--- config.mk ---
export PLATFORM = sky130hd
export DESIGN_NAME = booth_mult_seq
export DESIGN_NICKNAME = d
export VERILOG_FILES = /design/src/rtl/booth_mult_seq.sv
export SDC_FILE = /design/constraint.sdc
export NUM_CORES = 1
export LEC_CHECK = 0
export BUFFER_PORTS_ARGS = -buffer_cell sky130_fd_sc_hd__buf_2
export CAP_MARGIN = 20
export CELL_PAD_IN_SITES_DETAIL_PLACEMENT = 2
export CELL_PAD_IN_SITES_GLOBAL_PLACEMENT = 2
export CORE_MARGIN = 2
export CORE_UTILIZATION = 27
export CTS_CLUSTER_SIZE = 28
export DETAILED_ROUTE_END_ITERATION = 16
export PLACE_DENSITY = 0.77
export SYNTH_ARGS = -nofsm -noshare
export SYNTH_HDL_FRONTEND = slang
export SYNTH_SLANG_ARGS = --single-unit
--- constraint.sdc ---
create_clock -name clock -period 1.8 [get_ports clock]
set_input_delay 0.18 -clock clock [delete_from_list [all_inputs] [get_ports clock]]
set_output_delay 0.18 -clock clock [all_outputs]
set_load 0.01 [all_outputs]
--- src/rtl/booth_mult_seq.sv ---
`default_nettype none
// ============================================================================
// Module      : booth_mult_seq
// Description : Multi-cycle signed 32x32 radix-2 Booth multiplier sequencer.
//               Borrows a shared external 32-bit adder: drives its A/B/Cin
//               each RUN cycle and folds S/ovf back into the partial product.
// Revision    : 1.0 - initial release
// ============================================================================
module booth_mult_seq #(
    parameter int WIDTH = 32,
    parameter int CNT_W = 6
) (
    input  logic             clock,
    input  logic             reset,
    input  logic             ctrl_start,
    input  logic [WIDTH-1:0] data_operandA,
    input  logic [WIDTH-1:0] data_operandB,
    output logic [WIDTH-1:0] add_a,
    output logic [WIDTH-1:0] add_b,
    output logic             add_cin,
    input  logic [WIDTH-1:0] add_s,
    input  logic             add_ovf,
    output logic [WIDTH-1:0] data_result,
    output logic             data_exception,
    output logic             data_resultRDY,
    output logic             busy
);

    typedef enum logic [1:0] {
        IDLE = 2'd0,
        RUN  = 2'd1,
        DONE = 2'd2
    } state_t;

    localparam logic [CNT_W-1:0] LAST_STEP = CNT_W'(WIDTH - 1);

    state_t           state;
    state_t           next_state;
    logic [WIDTH-1:0] mcand;
    logic [WIDTH-1:0] p_hi;
    logic [WIDTH-1:0] p_lo;
    logic             q_m1;
    logic [CNT_W-1:0] cnt;
    logic             sum_sign;

    // The adder's high word always sees the partial product; only B/Cin vary.
    assign add_a    = p_hi;
    // Sign of the true 33-bit sum, recovered when the 32-bit adder overflows.
    assign sum_sign = add_s[WIDTH-1] ^ add_ovf;
    assign busy     = (state != IDLE);

    // State register.
    always_ff @(posedge clock) begin
        if (reset) begin
            state <= IDLE;
        end else begin
            state <= next_state;
        end
    end

    // Next-state and Booth select for the shared adder.
    always_comb begin
        next_state = state;
        add_b      = '0;
        add_cin    = 1'b0;
        case (state)
            IDLE: begin
                if (ctrl_start) begin
                    next_state = RUN;
                end
            end
            RUN: begin
                case ({p_lo[0], q_m1})
                    2'b01: add_b = mcand;
                    2'b10: begin
                        add_b   = ~mcand;
                        add_cin = 1'b1;
                    end
                    default: add_b = '0;
                endcase
                if (cnt == LAST_STEP) begin
                    next_state = DONE;
                end
            end
            DONE: begin
                next_state = IDLE;
            end
            default: begin
                next_state = IDLE;
            end
        endcase
    end

    // Datapath: operand capture, one Booth step plus arithmetic shift per RUN cycle, result latch.
    always_ff @(posedge clock) begin
        if (reset) begin
            mcand          <= '0;
            p_hi           <= '0;
            p_lo           <= '0;
            q_m1           <= 1'b0;
            cnt            <= '0;
            data_result    <= '0;
            data_exception <= 1'b0;
            data_resultRDY <= 1'b0;
        end else begin
            data_resultRDY <= 1'b0;
            case (state)
                IDLE: begin
                    if (ctrl_start) begin
                        mcand <= data_operandA;
                        p_lo  <= data_operandB;
                        p_hi  <= '0;
                        q_m1  <= 1'b0;
                        cnt   <= '0;
                    end
                end
                RUN: begin
                    p_hi <= {sum_sign, add_s[WIDTH-1:1]};
                    p_lo <= {add_s[0], p_lo[WIDTH-1:1]};
                    q_m1 <= p_lo[0];
                    cnt  <= cnt + 1'b1;
                end
                DONE: begin
                    data_result    <= p_lo;
                    data_exception <= (p_hi != {WIDTH{p_lo[WIDTH-1]}});
                    data_resultRDY <= 1'b1;
                end
                default: ;
            endcase
        end
    end

endmodule
`default_nettype wire

== After elaboration in Yosys (flattened, before gate mapping) ==
Cells that the tools add are included.

* Flip-flop bits (word level): 139
* Output and inout port bits: 100
* Logic and storage cells: 42
* Input port bits: 100

* Mux-type cells: 16
* Add/sub/neg operators: 1
* Bitwise operators: 2
* Reduce and logical (&&, ||, !) cells: 6
* Eq/ne operators: 8

{| class="wikitable"
|+ Operator list
! operator !! number
|-
| $pmux W32 S2 || 3
|-
| $mux W32 || 3
|-
| $ne A32 B32 Y1 || 1
|-
| $not A32 Y32 || 1
|-
| $pmux W6 S2 || 1
|-
| $add A6 B1 Y6 const B || 1
|-
| $eq A6 B5 Y1 const B || 1
|-
| $mux W6 || 1
|-
| $reduce_and A2 Y1 || 3
|-
| $eq A2 B1 Y1 const B || 2
|-
| $eq A2 B2 Y1 const B || 2
|-
| $mux W1 || 4
|-
| $mux W2 || 2
|-
| $ne A2 B2 Y1 const B || 2
|-
| $pmux W2 S2 || 1
|-
| $reduce_bool A2 Y1 || 2
|-
| $logic_not A2 Y1 || 1
|-
| $pmux W1 S2 || 1
|-
| $xor A1 B1 Y1 || 1
|}

== Logic depth before layout (Yosys ltp) ==
Gate-level depths: netlist of the first run.

* Depth after elaboration: 3
* Gate-level depth with buffers: 6
* Gate-level depth less buffers: 5

== Least setup slack after synthesis of the first run ==
Ideal clock, no wire load.

* Kind: register to register
* Start: reg p_hi[11] (netlist: add_a[11])
* End: reg data_exception
* Cell stages (with the launch flop): 5
* Clock period less this slack: 1.497 ns
* Path buffers: 0
* Data required time: 1.675 ns
* Slack: 0.303 ns
* Setup time: 0.125 ns
* Arrival: 1.372 ns
* Cell sequence: dfxtp_1 or4_4 nor4_2 a21oi_1 o41a_1

* Cells in the longest elaborated chain, start to end: 1

{| class="wikitable"
|+ Ends and longest elaborated chain
! element !! RTL line !! RTL
|-
| from (decl) || 40 || <nowiki>logic [WIDTH-1:0] p_hi;</nowiki>
|-
| from (signal assigned) || 118 || <nowiki>p_hi <= {sum_sign, add_s[WIDTH-1:1]};</nowiki>
|-
| $ne A32 B32 Y1 || 125 || <nowiki>data_exception <= (p_hi != {WIDTH{p_lo[WIDTH-1]}});</nowiki>
|-
| to (signal assigned) || 125 ||
|-
| to (decl) || 24 || <nowiki>output logic data_exception,</nowiki>
|}

Every way passes these cells.
A chain may end at the register's enable or synchronous reset.

== Worst setup path after layout of the first run ==
* Start: reg q_m1
* End: out add_b[15]

* Cells in the longest elaborated chain, start to end: 3
* Elaborated cells between the ends (all ways): 4
* Classes of those cells: eq/ne: 2; mux: 2

{| class="wikitable"
|+ Ends and longest elaborated chain
! element !! RTL line !! RTL
|-
| from (decl) || 42 || <nowiki>logic q_m1;</nowiki>
|-
| from (signal assigned) || 120 || <nowiki>q_m1 <= p_lo[0];</nowiki>
|-
| $eq A2 B2 Y1 / $eq A2 B1 Y1 (equally long branches) || 73 || <nowiki>case ({p_lo[0], q_m1})</nowiki>
|-
| $pmux W32 S2 * || 73 ||
|-
| $mux W32 * || 66 || <nowiki>case (state)</nowiki>
|-
| to (decl) || 19 || <nowiki>output logic [WIDTH-1:0] add_b,</nowiki>
|}

Mark *: on every way between the ends. The rest lies on a longest branch, timed or not.

==> run summary, run 1 <==
The tightest min-delay check is of the in -> reg type. After synthesis the netlist holds a flip-flop and latch count of 139. The number of antenna violations at the first check in global routing is 5.

The setup check on the worst reg-to-reg path leaves a slack of 0.16 ns. For the data required time of the critical path, the log shows 1.62 ns. Launch point of the worst hold path: data_operandA[12]. Across the run, the number of max-cap violations was 0. The tools report the total count of max-transition violations in the final report as 0. In this run the number of H-tree levels came out at 4. The clock skew after layout was 0.0109 ns. The average wire per standard cell came out at 17.4 um. Setup repair after global routing could not meet its margin everywhere. After the last flow step, the layout net total stands at 1054. At the pin with the least slew margin, the transition time is 0.691 ns. The maximum number of pins on one net before global-route repair was 79; the iteration-0 DRC count of the detailed router was 163.

The first-pass GRT wire length is 34800 um, and the width of the die is 147 um. After technology mapping, the gate count stands at 724. Counting instances, the worst hold path has a depth of 3.

The total length of routed wires was 21600 um; the average instance area after synthesis was 7.64 um2. The tools report the number of vias after detailed routing as 5962. The top cell type by total area after synthesis is dfxtp_1. The layout-stage area growth over the synthesis result was 43.5%; the maximum root-to-sink buffer count was 2.

The commonest cells after synthesis are nor2_1, dfxtp_1, nand2_1. The run gives 825 as the number of nets produced by synthesis. In this run, CTS created clock tree buffers numbering 17. The setup path with the least slack is of type reg -> out. The total power divided by cell area is 993 nW/um2.

The origin of the critical flop-to-flop path was state[0]. The cell area that synthesis handed to floorplanning was 5530 um2. Setup slack closes at 0.0825 ns. Among all cell types in the netlist, the one instantiated most often is nor2_1.

Worst slew margin relative to its limit: 0.539. In this run the cell area measured after placement is 6860 um2. Yosys mapped a number of flops with a built-in enable equal to 0.

The run finished with clean final reports. Among all flip-flop cells after synthesis, the most frequent one is dfxtp_1. The tools report the clock network latency to the later pin of the worst-skew pair as 0.41 ns. Timing would allow up to 582 MHz.

The total overflow reported by the global router came out at 0. The run gives 0.503 as the sequential element share of the synthesized area. The end of the worst register-to-register path is add_a[21]. The top cell type's share of synthesized area was 0.503.

Yosys printed 0 warnings. The final cell count without fillers was 1239; the design area was 7940 um2. Number of cell instances on the worst register-to-register path: 4. At the placement stage, the worst setup path has a slack of 0.155 ns.

The area of the die is 21600 um2. The master cell of the clock root buffer is clkbuf_16. The tools report the via count of the first global-routing pass as 6451. The worst-case IR drop observed on VDD is 0.000681 V. The final critical path time including I/O delays and setup was 1.72 ns. The endpoint of the worst hold path is mcand[12]. At the end of routability-driven placement, the weighted congestion stood at 0.737. The number of different library cells used by synthesis comes to 34. Pin placement for this block handled 200 I/O pins. Counting every sink on the clock net gives 139. HPWL after detailed placement: 14000 um. The run gives 0.274 as the effective utilization at floorplan. TritonCTS built the clock tree. The run gives 0 as the total of endpoints with negative setup slack in the final report. The run gives 0.201 as the total routing resource utilization after global routing.

Clock slew seen by the registers of the worst setup and hold paths: 0.06 ns. For the worst endpoint data arrival time, the log shows 1.54 ns. The number of failing hold endpoints at the final stage came out at 0. The fraction of final layout cells with drive strength greater than 1 is 0.284, and the overall die height is 147 um.

For this run, design rule violations remaining after detail routing come to 0. In the post-synthesis netlist, the biggest area contributors are dfxtp_1, nor2_1, nand2_1. The logs give 0.394 for the share of the core filled with cells and 20200 um2 for the placeable core region. Final hold analysis gives a worst-case slack of 0.0199 ns. The number of iterations in the first detailed-routing pass is 4, and the total power consumption of the routed design is 7.88 mW.

Adding up every negative setup slack in the final design gives 0 ns. The maximum fanout encountered on the critical timing path was 16. Cell total after placement: 1160. The analysis attributes to cell leakage a power of 3.53 nW. Input and output buffers added on the ports amount to 199. The count of nets left with antenna violations once routing finished came out at 0.

The worst setup path is captured at a primary output. Final period utilization: 0.954. In the routed layout, each cell is associated on average with a via count of 4.81. The async set or reset register ratio after synthesis was 0.

The sort of element at the start of the critical path was a flip-flop. Site row count: 52.
[how the worst max path moves through the flow]
stage               from        endpoint  slack, ns  cells after the start
2_1_floorplan  add_a[11]  data_exception       0.30                      4
3_3_place_gp    state[0]        add_a[9]       0.20                      4
3_5_place_dp    state[0]        add_a[1]       0.16                      4
4_1_cts         state[1]       add_b[19]      0.008                      4
5_1_grt             q_m1       add_b[15]      -0.03                      6
6_report            q_m1       add_b[15]       0.08                      6
[logic make-up (layout without fill, tap and decap cells)]
logic type	count (synthesis)	count (layout)	synth area share
XOR/XNOR	1	1	0.00158
other	0	3	0
multiplexers	1	1	0.00204
buffers and inverters	56	298	0.0441
AO/OA/AOI/OAI	144	144	0.157
adder cells (fa/ha/maj)	1	1	0.00226
flip-flops	139	139	0.503
AND/OR/NAND/NOR	382	382	0.290
[where the power goes]
part           internal (mW)  total [mW]  switching [mW]
Clock                   2.09        3.50            1.41
Combinational          0.442       0.994           0.552
Sequential              3.23        3.39           0.152
[flip-flops by register name, summed over array words and instances (netlist names)]
name	count
cnt	6
data_resultRDY	1
add_a	32
p_lo	32
q_m1	1
data_exception	1
state	2
data_result	32
mcand	32
[what timing repair did]
action,in CTS,in global routing
endpoints found under the hold margin,39,1
setup buffers,0,3
pin swaps,0,0
resized for setup,11,3
hold buffers,39,1
setup endpoints to repair,33,33
gates cloned,1,0
[worst max-delay path, cell delays in order, from the launching register on]
cell and delay [ns]:
dfxtp_4 0.37, nand2b_4 0.17, buf_12 0.16, nor2_1 0.05, a21oi_1 0.17, nor2_1 0.07, buf_2 0.14
[cell type report]
type | instances | area [um2]
clock buffer | 19 | 443
antenna | 3 | 7.51
timing repair buffer | 265 | 1670
sequential | 139 | 2790
fill | 2387 | 12200
inverter | 1 | 3.75
tap | 270 | 338
clock inverter | 13 | 141
multi-input combinational | 529 | 2540
[layout by cell type, fill, tap and decap left out, types with 3 or more instances in the layout]
master,count
buf_2,198
nor2_1,173
nand2_1,137
dfxtp_1,135
a21oi_1,101
dlygate4sd3_1,40
nor4_1,36
a22o_1,32
buf_4,20
clkbuf_16,17
nor3_1,8
nand3_1,6
nor2_2,4
nand4_1,4
buf_12,4
diode_2,3
a31oi_1,3
clkinv_2,3
clkinvlp_4,3
inv_6,3
[layer usage]
layer  vias up  part of all wire  wire, um  track usage
li1       2899                 -         -            -
met3        25             0.044       949       0.0419
met4         4             0.014       297       0.0606
met2       153              0.49     10600        0.351
met5         -            0.0013        27            0
met1      2881              0.45      9640        0.248
No activity file was read; power rests on OpenSTA's default activity.
==> inputs of run 2 (changes only) <==
==> config.mk (replaced) <==
export PLATFORM = sky130hd
export DESIGN_NAME = booth_mult_seq
export DESIGN_NICKNAME = d
export VERILOG_FILES = /design/src/rtl/booth_mult_seq.sv
export SDC_FILE = /design/constraint.sdc
export NUM_CORES = 1
export LEC_CHECK = 0
export BUFFER_PORTS_ARGS = -buffer_cell sky130_fd_sc_hd__buf_2
export CAP_MARGIN = 20
export CORE_MARGIN = 2
export CORE_UTILIZATION = 49
export CTS_CLUSTER_SIZE = 28
export DETAILED_ROUTE_END_ITERATION = 16
export PLACE_DENSITY = 0.76
export SYNTH_ARGS = -nofsm -noshare
export SYNTH_HDL_FRONTEND = slang
export SYNTH_SLANG_ARGS = --single-unit
==> run 2 against run 1 <==
Effect of this change:
- count of clock-buffer cells in the layout stayed put
- clock power decreased by 2%
- total power shrank 1.8%
- combinational power fell by 6.1%
- clock skew shrank 0.0034 ns
- fmax up 0.90%
- wire length fell by 26%
- die area is 44% lower
- highest routed layer is now met4
- worst hold slack worse by 0.010 ns
- sequential power about the same
- register-to-register slack gained 0.04 ns
==> run summary, run 2 (synthesis gave the netlist of run 1 again) <==
The run finished with clean final reports. Leaving out fill and tap cells, the most frequent cells in the layout are buf_2, nor2_1, nand2_1. The core region is 10900 um2.

For this design the ratio of total power to cell area is 1000 nW/um2. Clock tree synthesis selected as its root buffer the cell clkbuf_16. Before antenna repair, the detailed router went through 5 iterations. Final period utilization: 0.946. The layout-stage area growth over the synthesis result works out to 39.4%. Walking the worst path, the cells encountered are nor2b_4 -> buf_12 -> a21oi_1 -> nor2_1 -> buf_2.

The fraction of power spent switching nets was 0.257; the max-cap violation count was 0. Static leakage: 3.49 nW. TritonCTS built the clock tree. From bottom edge to top edge, the die measures 110 um. The tools report the worst slew margin relative to its limit as 0.706.

The commonest non-fill, non-tap cell in the layout was buf_2. The clock tree synthesis step divided the H-tree into 4 levels. The sequential cell fraction of total power was 0.436. Of all nets on the critical path, the largest fanout is 16. The count of buffers added on input and output ports is 199. The worst setup path is launched from a flip-flop.

The area of the die came out at 12200 um2. The number of inserted filler cells in the final layout was 890; the clock slew seen by the registers of the worst setup and hold paths was 0.06 ns. The floorplan step set the die width to 110 um.

The worst setup path is captured at a primary output. Among all stages on the critical path, the largest delay is contributed by dfxtp_2. Cell internal power dissipation: 5.75 mW. The area of combinational cells with multiple inputs was 2540 um2.

The tools report the total length of routed wires as 16000 um. For the number of antenna-violating nets in the routed design, the log shows 0. Clock tree synthesis inserted a total of 17 buffers. The tools report the worst vdd rail ir drop as 0.000764 V.

The clock drives 139 sinks. The tools report the first-pass GRT wire length as 25000 um. The critical path in this run is classified as reg -> out. For this run, design rule violations remaining after detail routing come to 0. The design area was 7710 um2; the clock network latency to the later pin of the worst-skew pair was 0.41 ns. Dividing the detail-routed via count by the number of cells gives 5.30. Detailed placement ended at an HPWL of 9590 um.

The total count of max-transition violations in the final report came out at 0. The run gives 0 as the number of antenna cells inserted. The actual transition at the worst max-transition pin is 0.442 ns, and the part of the power in combinational logic is 0.121. After the first detailed-routing iteration, the DRC count stood at 544. The buffering stage count on the worst path with inverters included was 2. The number of failing hold endpoints at the final stage is 0, and the site row count is 38. No sink is reached through more buffers than the 2 on the longest clock path.

Setup slack on the worst reg-to-reg path comes out at 0.20 ns. The clock skew after layout came out at 0.00748 ns. The data required time of the critical path is 1.62 ns. The min-delay analysis places its worst path in the category in -> reg. Entering global routing, the biggest net connects 103 pins. The number of vias after detailed routing was 5808. Setup repair after global routing left no endpoint under its margin.

At the end of routability-driven placement, the weighted congestion stood at 0.819. In this run the power spent charging and discharging nets is 1.99 mW. The tools report the area occupied by registers as 2790 um2.

The average wire per standard cell is 14.6 um. Clock network fraction of design power: 0.443. The cell family contributing the most delay on the critical path is flip-flops.

After the last flow step, the layout net total stands at 1043. The number of top-level pins came out at 200. The via count of the first global-routing pass is 5372. Number of antenna violations at the first check in global routing: 0. Adding up every negative setup slack in the final design gives 0 ns. The fraction of final layout cells with drive strength greater than 1 is 0.275. Data arrives at the worst endpoint at 1.52 ns.

The logs give 0 for the total overflow reported by the global router and 0.506 for the effective utilization at floorplan. The tools report the total of endpoints with negative setup slack in the final report as 0. The total routing resource utilization after global routing is 0.262, and the maximum operating frequency is 587 MHz. After detailed placement, the total cell area comes to 6660 um2. The worst-case hold slack came out at 0.00948 ns. In this design, the stage delay of the slowest critical-path cell is 0.36 ns. The final critical path time including I/O delays and setup was 1.70 ns.
-- run 2: through the flow --
step / instances / util / setup WS, ns / power, mW
after detailed placement: 1023 / 0.609 / 0.215 / 4.26
after floorplan: 724 / - / 0.303 / 3.93
after CTS: 1092 / 0.697 / 0.00355 / 7.74
after global placement: 1023 / 0.609 / 0.287 / 4.25
after global routing: 1095 / 0.705 / 0.00759 / 8.05
final: 1095 / 0.705 / 0.0978 / 7.74
-- run 2: power by group through the flow --
stage | Clock [mW] | Combinational, mW | Sequential [mW]
global route | 3.62 | 1.04 | 3.40
floorplan | 0 | 0.513 | 3.42
detailed placement | 0 | 0.825 | 3.43
CTS | 3.48 | 0.897 | 3.37
finish | 3.43 | 0.933 | 3.38
global placement | 0 | 0.817 | 3.43
-- run 2: timing repair --
item | CTS | global route
pin swaps | 0 | 0
gates cloned | 0 | 2
hold endpoints to repair | 37 | 1
hold buffers | 37 | 1
gates resized for setup | 3 | 9
endpoints found under the setup margin | 33 | 36
setup buffers | 0 | 0
-- run 2: final timing paths --
check / startpoint / endpoint / depth (start not counted)
setup / recovery: q_m1 / add_b[23] / 5
hold / removal: data_operandA[20] / mcand[20] / 3
setup reg to reg: state[1] / add_a[1] / 4
hold reg to reg: data_result[23] / data_result[23] / 2
-- run 2: worst register-to-register path: stages (launching register included) --
cell	delay, ns
dfxtp_1	0.39
o21ba_2	0.20
nor2_2	0.35
buf_4	0.37
a22o_1	0.22
-- run 2: final cells by class --
cell class              count  share of cell area
repair buffers            254               0.210
flip-flops and latches    139               0.362
clock inverters            13              0.0187
multi-input cells         529               0.329
clock buffers              19              0.0574
well taps                 140              0.0227
inverters                   1            0.000487
-- run 2: layer usage --
metal,routed length (um),up-vias,track usage
met3,1330,23,0.0935
met5,0,-,0
met1,6670,2678,0.315
met4,258,0,0.0920
met2,7760,230,0.435
li1,-,2877,-
